`src/rtl/uart_dec_rx.sv`:
```
// uart_dec_rx: 8N1 UART receiver that parses CR-terminated ASCII decimal
// lines (1..5 digits) into 16-bit values. A good line pulses data_valid with
// the value on data_out; a bad line pulses data_err when its CR arrives.
module uart_dec_rx #(
  parameter int CLK_FREQ  = 50_000_000,
  parameter int BAUD_RATE = 115200
) (
  input  logic        sys_clk,
  input  logic        sys_rst_n,
  input  logic        uart_rxd,
  output logic [15:0] data_out,
  output logic        data_valid,
  output logic        data_err
);

  localparam int BAUD_CNT = CLK_FREQ / BAUD_RATE;
  localparam int CNT_W    = $clog2(BAUD_CNT + 1);
  localparam logic [CNT_W-1:0] HALF_CNT = CNT_W'(BAUD_CNT / 2);
  localparam logic [CNT_W-1:0] LAST_CNT = CNT_W'(BAUD_CNT - 1);

  typedef enum logic [1:0] {RX_IDLE, RX_START, RX_DATA, RX_STOP} rx_state_e;
  typedef enum logic [1:0] {LN_EMPTY, LN_ACC, LN_ERR} ln_state_e;

  logic             rxd_s1_q, rxd_s1_d;
  logic             rxd_s2_q, rxd_s2_d;
  logic [1:0]       settle_q, settle_d;
  logic             rxd_prev_q, rxd_prev_d;
  rx_state_e        rx_state_q, rx_state_d;
  logic [CNT_W-1:0] baud_cnt_q, baud_cnt_d;
  logic [2:0]       bit_cnt_q, bit_cnt_d;
  logic [7:0]       shift_q, shift_d;
  ln_state_e        ln_state_q, ln_state_d;
  logic [16:0]      acc_q, acc_d;
  logic [2:0]       dig_cnt_q, dig_cnt_d;
  logic             ovf_q, ovf_d;
  logic [15:0]      data_out_q, data_out_d;
  logic             data_valid_q, data_valid_d;
  logic             data_err_q, data_err_d;

  logic             fall;
  logic             byte_strobe;
  logic             frame_err;
  logic [7:0]       rx_byte;
  logic             is_digit;
  logic [3:0]       digit;
  logic [19:0]      acc_next;

  // Synchroniser, start-edge detect and bit engine next-state logic.
  always_comb begin
    rxd_s1_d    = uart_rxd;
    rxd_s2_d    = rxd_s1_q;
    settle_d    = {settle_q[0], 1'b1};
    // The edge detector only arms once the synchroniser holds real line
    // data, so a line that is already low at reset release is not a start.
    rxd_prev_d  = settle_q[1] & rxd_s2_q;
    fall        = rxd_prev_q & ~rxd_s2_q;
    rx_state_d  = rx_state_q;
    baud_cnt_d  = baud_cnt_q + 1'b1;
    bit_cnt_d   = bit_cnt_q;
    shift_d     = shift_q;
    byte_strobe = 1'b0;
    frame_err   = 1'b0;
    rx_byte     = shift_q;
    case (rx_state_q)
      RX_IDLE: begin
        baud_cnt_d = '0;
        if (fall) rx_state_d = RX_START;
      end
      RX_START: begin
        if (baud_cnt_q == HALF_CNT) begin
          baud_cnt_d = '0;
          bit_cnt_d  = '0;
          rx_state_d = rxd_s2_q ? RX_IDLE : RX_DATA;
        end
      end
      RX_DATA: begin
        if (baud_cnt_q == LAST_CNT) begin
          baud_cnt_d = '0;
          shift_d    = {rxd_s2_q, shift_q[7:1]};
          bit_cnt_d  = bit_cnt_q + 1'b1;
          if (bit_cnt_q == 3'd7) rx_state_d = RX_STOP;
        end
      end
      RX_STOP: begin
        if (baud_cnt_q == LAST_CNT) begin
          baud_cnt_d  = '0;
          byte_strobe = rxd_s2_q;
          frame_err   = ~rxd_s2_q;
          rx_state_d  = RX_IDLE;
        end
      end
      default: rx_state_d = RX_IDLE;
    endcase
  end

  // Line parser next-state logic; outputs are registered one cycle after the byte.
  always_comb begin
    is_digit     = (rx_byte >= 8'h30) && (rx_byte <= 8'h39);
    digit        = rx_byte[3:0];
    acc_next     = 20'(acc_q) * 20'd10 + 20'(digit);
    ln_state_d   = ln_state_q;
    acc_d        = acc_q;
    dig_cnt_d    = dig_cnt_q;
    ovf_d        = ovf_q;
    data_out_d   = data_out_q;
    data_valid_d = 1'b0;
    data_err_d   = 1'b0;
    if (frame_err) begin
      ln_state_d = LN_ERR;
    end else if (byte_strobe) begin
      case (ln_state_q)
        LN_EMPTY: begin
          if (is_digit) begin
            acc_d      = 17'(digit);
            dig_cnt_d  = 3'd1;
            ovf_d      = 1'b0;
            ln_state_d = LN_ACC;
          end else if (rx_byte != 8'h0D && rx_byte != 8'h0A) begin
            ln_state_d = LN_ERR;
          end
        end
        LN_ACC: begin
          if (is_digit) begin
            // Saturate so the x10 product can never wrap the accumulator.
            if (acc_next > 20'd65535) begin
              ovf_d = 1'b1;
              acc_d = 17'd65535;
            end else begin
              acc_d = acc_next[16:0];
            end
            dig_cnt_d = (dig_cnt_q == 3'd6) ? 3'd6 : dig_cnt_q + 1'b1;
          end else if (rx_byte == 8'h0D) begin
            if (dig_cnt_q <= 3'd5 && !ovf_q) begin
              data_out_d   = acc_q[15:0];
              data_valid_d = 1'b1;
            end else begin
              data_err_d = 1'b1;
            end
            ln_state_d = LN_EMPTY;
          end else if (rx_byte != 8'h0A) begin
            ln_state_d = LN_ERR;
          end
        end
        LN_ERR: begin
          if (rx_byte == 8'h0D) begin
            data_err_d = 1'b1;
            ln_state_d = LN_EMPTY;
          end
        end
        default: ln_state_d = LN_EMPTY;
      endcase
    end
  end

  // State registers for both FSMs and the registered outputs.
  always_ff @(posedge sys_clk or negedge sys_rst_n) begin
    if (!sys_rst_n) begin
      rxd_s1_q     <= 1'b1;
      rxd_s2_q     <= 1'b1;
      settle_q     <= '0;
      rxd_prev_q   <= 1'b0;
      rx_state_q   <= RX_IDLE;
      baud_cnt_q   <= '0;
      bit_cnt_q    <= '0;
      shift_q      <= '0;
      ln_state_q   <= LN_EMPTY;
      acc_q        <= '0;
      dig_cnt_q    <= '0;
      ovf_q        <= 1'b0;
      data_out_q   <= '0;
      data_valid_q <= 1'b0;
      data_err_q   <= 1'b0;
    end else begin
      rxd_s1_q     <= rxd_s1_d;
      rxd_s2_q     <= rxd_s2_d;
      settle_q     <= settle_d;
      rxd_prev_q   <= rxd_prev_d;
      rx_state_q   <= rx_state_d;
      baud_cnt_q   <= baud_cnt_d;
      bit_cnt_q    <= bit_cnt_d;
      shift_q      <= shift_d;
      ln_state_q   <= ln_state_d;
      acc_q        <= acc_d;
      dig_cnt_q    <= dig_cnt_d;
      ovf_q        <= ovf_d;
      data_out_q   <= data_out_d;
      data_valid_q <= data_valid_d;
      data_err_q   <= data_err_d;
    end
  end

  assign data_out   = data_out_q;
  assign data_valid = data_valid_q;
  assign data_err   = data_err_q;

endmodule

```
`config.mk`:
```
export PLATFORM = sky130hd
export DESIGN_NAME = uart_dec_rx
export DESIGN_NICKNAME = d
export VERILOG_FILES = /design/src/rtl/uart_dec_rx.sv
export SDC_FILE = /design/constraint.sdc
export NUM_CORES = 1
export LEC_CHECK = 0
export ABC_AREA = 1
export BUFFER_PORTS_ARGS = -buffer_cell sky130_fd_sc_hd__buf_2
export CORE_MARGIN = 5
export CORE_UTILIZATION = 39
export CTS_CLUSTER_DIAMETER = 120
export DETAILED_ROUTE_END_ITERATION = 10
export PLACE_DENSITY = 0.58
export SLEW_MARGIN = 20
export SYNTH_ARGS = -nofsm -noshare
export SYNTH_HDL_FRONTEND = slang
export SYNTH_SLANG_ARGS = --single-unit
```
`constraint.sdc`:
```
create_clock -name sys_clk -period 6.4 [get_ports sys_clk]
set_input_delay 0.96 -clock sys_clk [delete_from_list [all_inputs] [get_ports sys_clk]]
set_output_delay 0.96 -clock sys_clk [all_outputs]
set_load 0.01 [all_outputs]
```
==> summary.txt <==
Status
  • Outcome: finished, final reports clean

Final layout
  • Finished Layout Cells: ~850
  • Finished Cell Area: roughly 0.0055 sq mm
  • Fin util: between 40% and 50%
  • Share of cells above drive strength 1: 14.31%
  • Area grow syn2layout: 11.97%
  • # diodes: 0
  • Leading cell type in the layout, fill and taps excluded: nand2_1
  • Most frequent cells in the layout: nand2_1, inv_1, dfrtp_1, nand3_1, ha_1
  • Net count, final: 728

Global routing
  • Global-route wire length before repair: 19.56 mm
  • Antenna violations before repair: 0
  • Total track usage: 16.40%
  • Pin count of the biggest net entering global routing: 69
  • Vias in the first global route: between 4,000 and 5,000
  • GRT overflow: 0

Critical path
  • CP Max Fanout: 14
  • Largest stage delay, worst path: between 0.5 and 0.6 ns
  • WP data required: 6.59 ns
  • Crit path DAT: approximately 3.5 ns
  • Slowest-stage cell, CP: fa_1
  • Crit end category: flop
  • Most common cell on crit path: nand2_1
  • Crit path kind: flop to flop
  • Critical Path Start Type: flop
  • Crit-path cells: ha_1 > ha_1 > fa_1 > nand2_1 > nor2_1 > nand2_1 > nand2_1 > nand2_1 > nor2_2 > nand2_1 > nor2_2 > nand2_2 > nor2_4 > nand2_1 > nand2_2 > nand2_4 > nor2_8 > nand2_4 > nand2_4 > o211ai_1

Placed design
  • Post-DP Area: 0.005129 sq mm
  • Placed Cells: roughly 840
  • DP Wirelength: 8.738 mm
  • RePlAce Congestion: 0.8732
  • I/O Buffers: 20

Pwr
  • Sequential share of power: 43.4%
  • Clock group share of total power: 48.8%
  • Maximum vdd ir drop: 194.7 uV
  • Net Sw Frac: between 20% and 30%
  • LEAKAGE: between 2 and 3 nW
  • Combinational Power Share: 7.8%
  • Int Power: 825.2 uW
  • Switching pwr: ~250 uW
  • PwrDens: just under 200 mW/mm^2

CTS
  • Num Clock Sinks: a little under 70
  • CTS Buffer Depth: 2
  • H-tree depth: 3
  • CTS resizes: 0
  • Clk pin slew, worst setup/hold paths: around 0.05 ns
  • CTS root buffer: clkbuf_16
  • Clk Latency, worst-skew pair: ~0.33 ns
  • CTS Buf Count: 9
  • Hold buffer count at CTS: 0
  • TritonCTS clock tree: built
  • Setup Buffers After CTS: 0

STA
  • Final worst-path cycle share: 51.24%
  • Rel. slew slack: between 40% and 50%
  • Post-Route Skew: about 0.0054 ns
  • Slew Limit Fails: 0
  • Setup TNS: 0 ns
  • RSZ-0062 raised after global routing: no
  • Endpoints failing hold: 0
  • F_max: 304.9 MHz
  • Worst-margin pin slew: 0.8440 ns
  • Period minus WS final: roughly 3.3 ns
  • Final setup viols: 0

Route
  • DR WL/cell: 13.33 um
  • Vias/cell: just under 5
  • Drt pass-1 iters: 5
  • DRT iter0 DRCs: between 200 and 300
  • Total wire length: 11.37 mm
  • Detail Route Antenna Nets: 0
  • Via count: about 4,200
  • Drt drc: 0

Yosys
  • Async SR Flop Fraction: 100.0%
  • Post-synthesis sequential area ratio: about a third
  • Post-synth top area cell: dfrtp_1
  • Ranking of synthesized cells by area: dfrtp_1, nand2_1, ha_1
  • Synth Register Bits: 68
  • Synth warn: 0
  • Cells after Synth: between 600 and 700
  • Post-Syn Nets: between 700 and 800
  • Mapped Area: about 0.005 sq mm
  • EDFF count, synth: 0
  • Synthesized area per cell: around 7.4 sq um
  • Top_reg_cell synth: dfrtp_1
  • Synth top area share: approximately a third
  • Post-synth cell types: 43

Floorplanning
  • # rows: 40
  • Core area: 0.01211 sq mm
  • Num ports: 21
  • Chip Width: about 120 um
  • Starting Density: a little over 40%
  • Area of the die: 0.01482 sq mm
  • Chip Height: ~120 um

Min path
  • Hold Crit Class: flop to flop

Run
  • MaxCap Viol Count: 0
-- worst paths after layout --
| kind | from | endpoint | slack [ns] | depth (start not counted) |
|---|---|---|---|---|
| setup / recovery | acc_q[1] | acc_q[4] | 3.12 | 20 |
| hold / removal | settle_q[0] | settle_q[1] | 0.35 | 0 |
| setup reg to reg | acc_q[1] | acc_q[4] | 3.12 | 20 |
| hold reg to reg | settle_q[0] | settle_q[1] | 0.35 | 0 |
| max in group asynchronous | sys_rst_n | acc_q[13] | 5.04 | 2 |
| min in group asynchronous | sys_rst_n | rx_byte[6] | 0.82 | 2 |
-- per-stage QoR --
stage | hold WS [ns] | total power [mW] | worst slack [ns]
global route | 0.3587 | 1.131 | 2.804
finish | 0.3470 | 1.079 | 3.120
detailed placement | 0.3365 | 0.5596 | 3.112
global placement | 0.3314 | 0.5575 | 3.239
floorplan | 0.3312 | 0.5330 | 3.381
CTS | 0.3489 | 1.091 | 3.119
-- logic make-up (layout without fill, tap and decap cells) --
logic type | count (synthesis) | after routing | synth area share [%]
flops | 68 | 68 | 34.99
simple gates | 375 | 375 | 35.89
xor+xnor | 9 | 9 | 1.619
buf+inv | 101 | 129 | 8.299
other cells | 1 | 1 | 0.07701
compound gates | 58 | 58 | 7.246
fa+ha+maj | 45 | 45 | 11.87
-- worst max-delay path: cells and delay by family, from the launching register on --
family | cells | cell delay (ns)
and+or+nand+nor | 16 | 1.47
DFF | 1 | 0.41
AOI/OAI and AO/OA | 1 | 0.12
adders and majority gates | 3 | 1.15
-- final cells by class --
| type | instances | area [sq um] |
|---|---|---|
| flip-flops and latches | 68 | 1704 |
| fillers | 1217 | 6659 |
| well taps | 168 | 210.2 |
| inverters | 92 | 345.3 |
| clock inverters | 5 | 75.07 |
| clock buffers | 11 | 242.7 |
| multi-input cells | 488 | 2768 |
| repair buffers | 21 | 107.6 |
-- per-layer routing --
layer	up-vias	global-route usage (%)	share of wire, %
met1	1908	21.16	47
met5	-	0	0
met4	0	5.462	2.6
met3	20	3.250	3.3
met2	77	27.56	47
li1	2155	-	-
-- power groups by stage --
stage                     clock, mW  sequential [mW]  combinational [mW]
final                         0.527            0.468              0.0841
after CTS                     0.538            0.468              0.0856
after floorplan                   0            0.466              0.0674
after detailed placement          0            0.475              0.0846
after global routing          0.561            0.470               0.101
after global placement            0            0.474              0.0840
-- cell usage after synthesis, drive strengths merged (7+ instances only) --
cell,instances
nor2,51
inv,90
o211ai,7
dfrtp,66
o21ai,18
nand2,237
nand3,58
ha,43
a21oi,20
xor2,7
nand4,11
nor3,8
-- registers in the layout (all words and copies together), names as in the netlist, 2 cells and up, named ones only --
| name | flops |
|---|---|
| settle_q | 2 |
| rx_byte | 8 |
| acc_q | 17 |
| bit_cnt_q | 3 |
| dig_cnt_q | 3 |
| ln_state_q | 2 |
| baud_cnt_q | 9 |
| data_out | 16 |
Note: power is estimated with default switching activity, not from simulation.
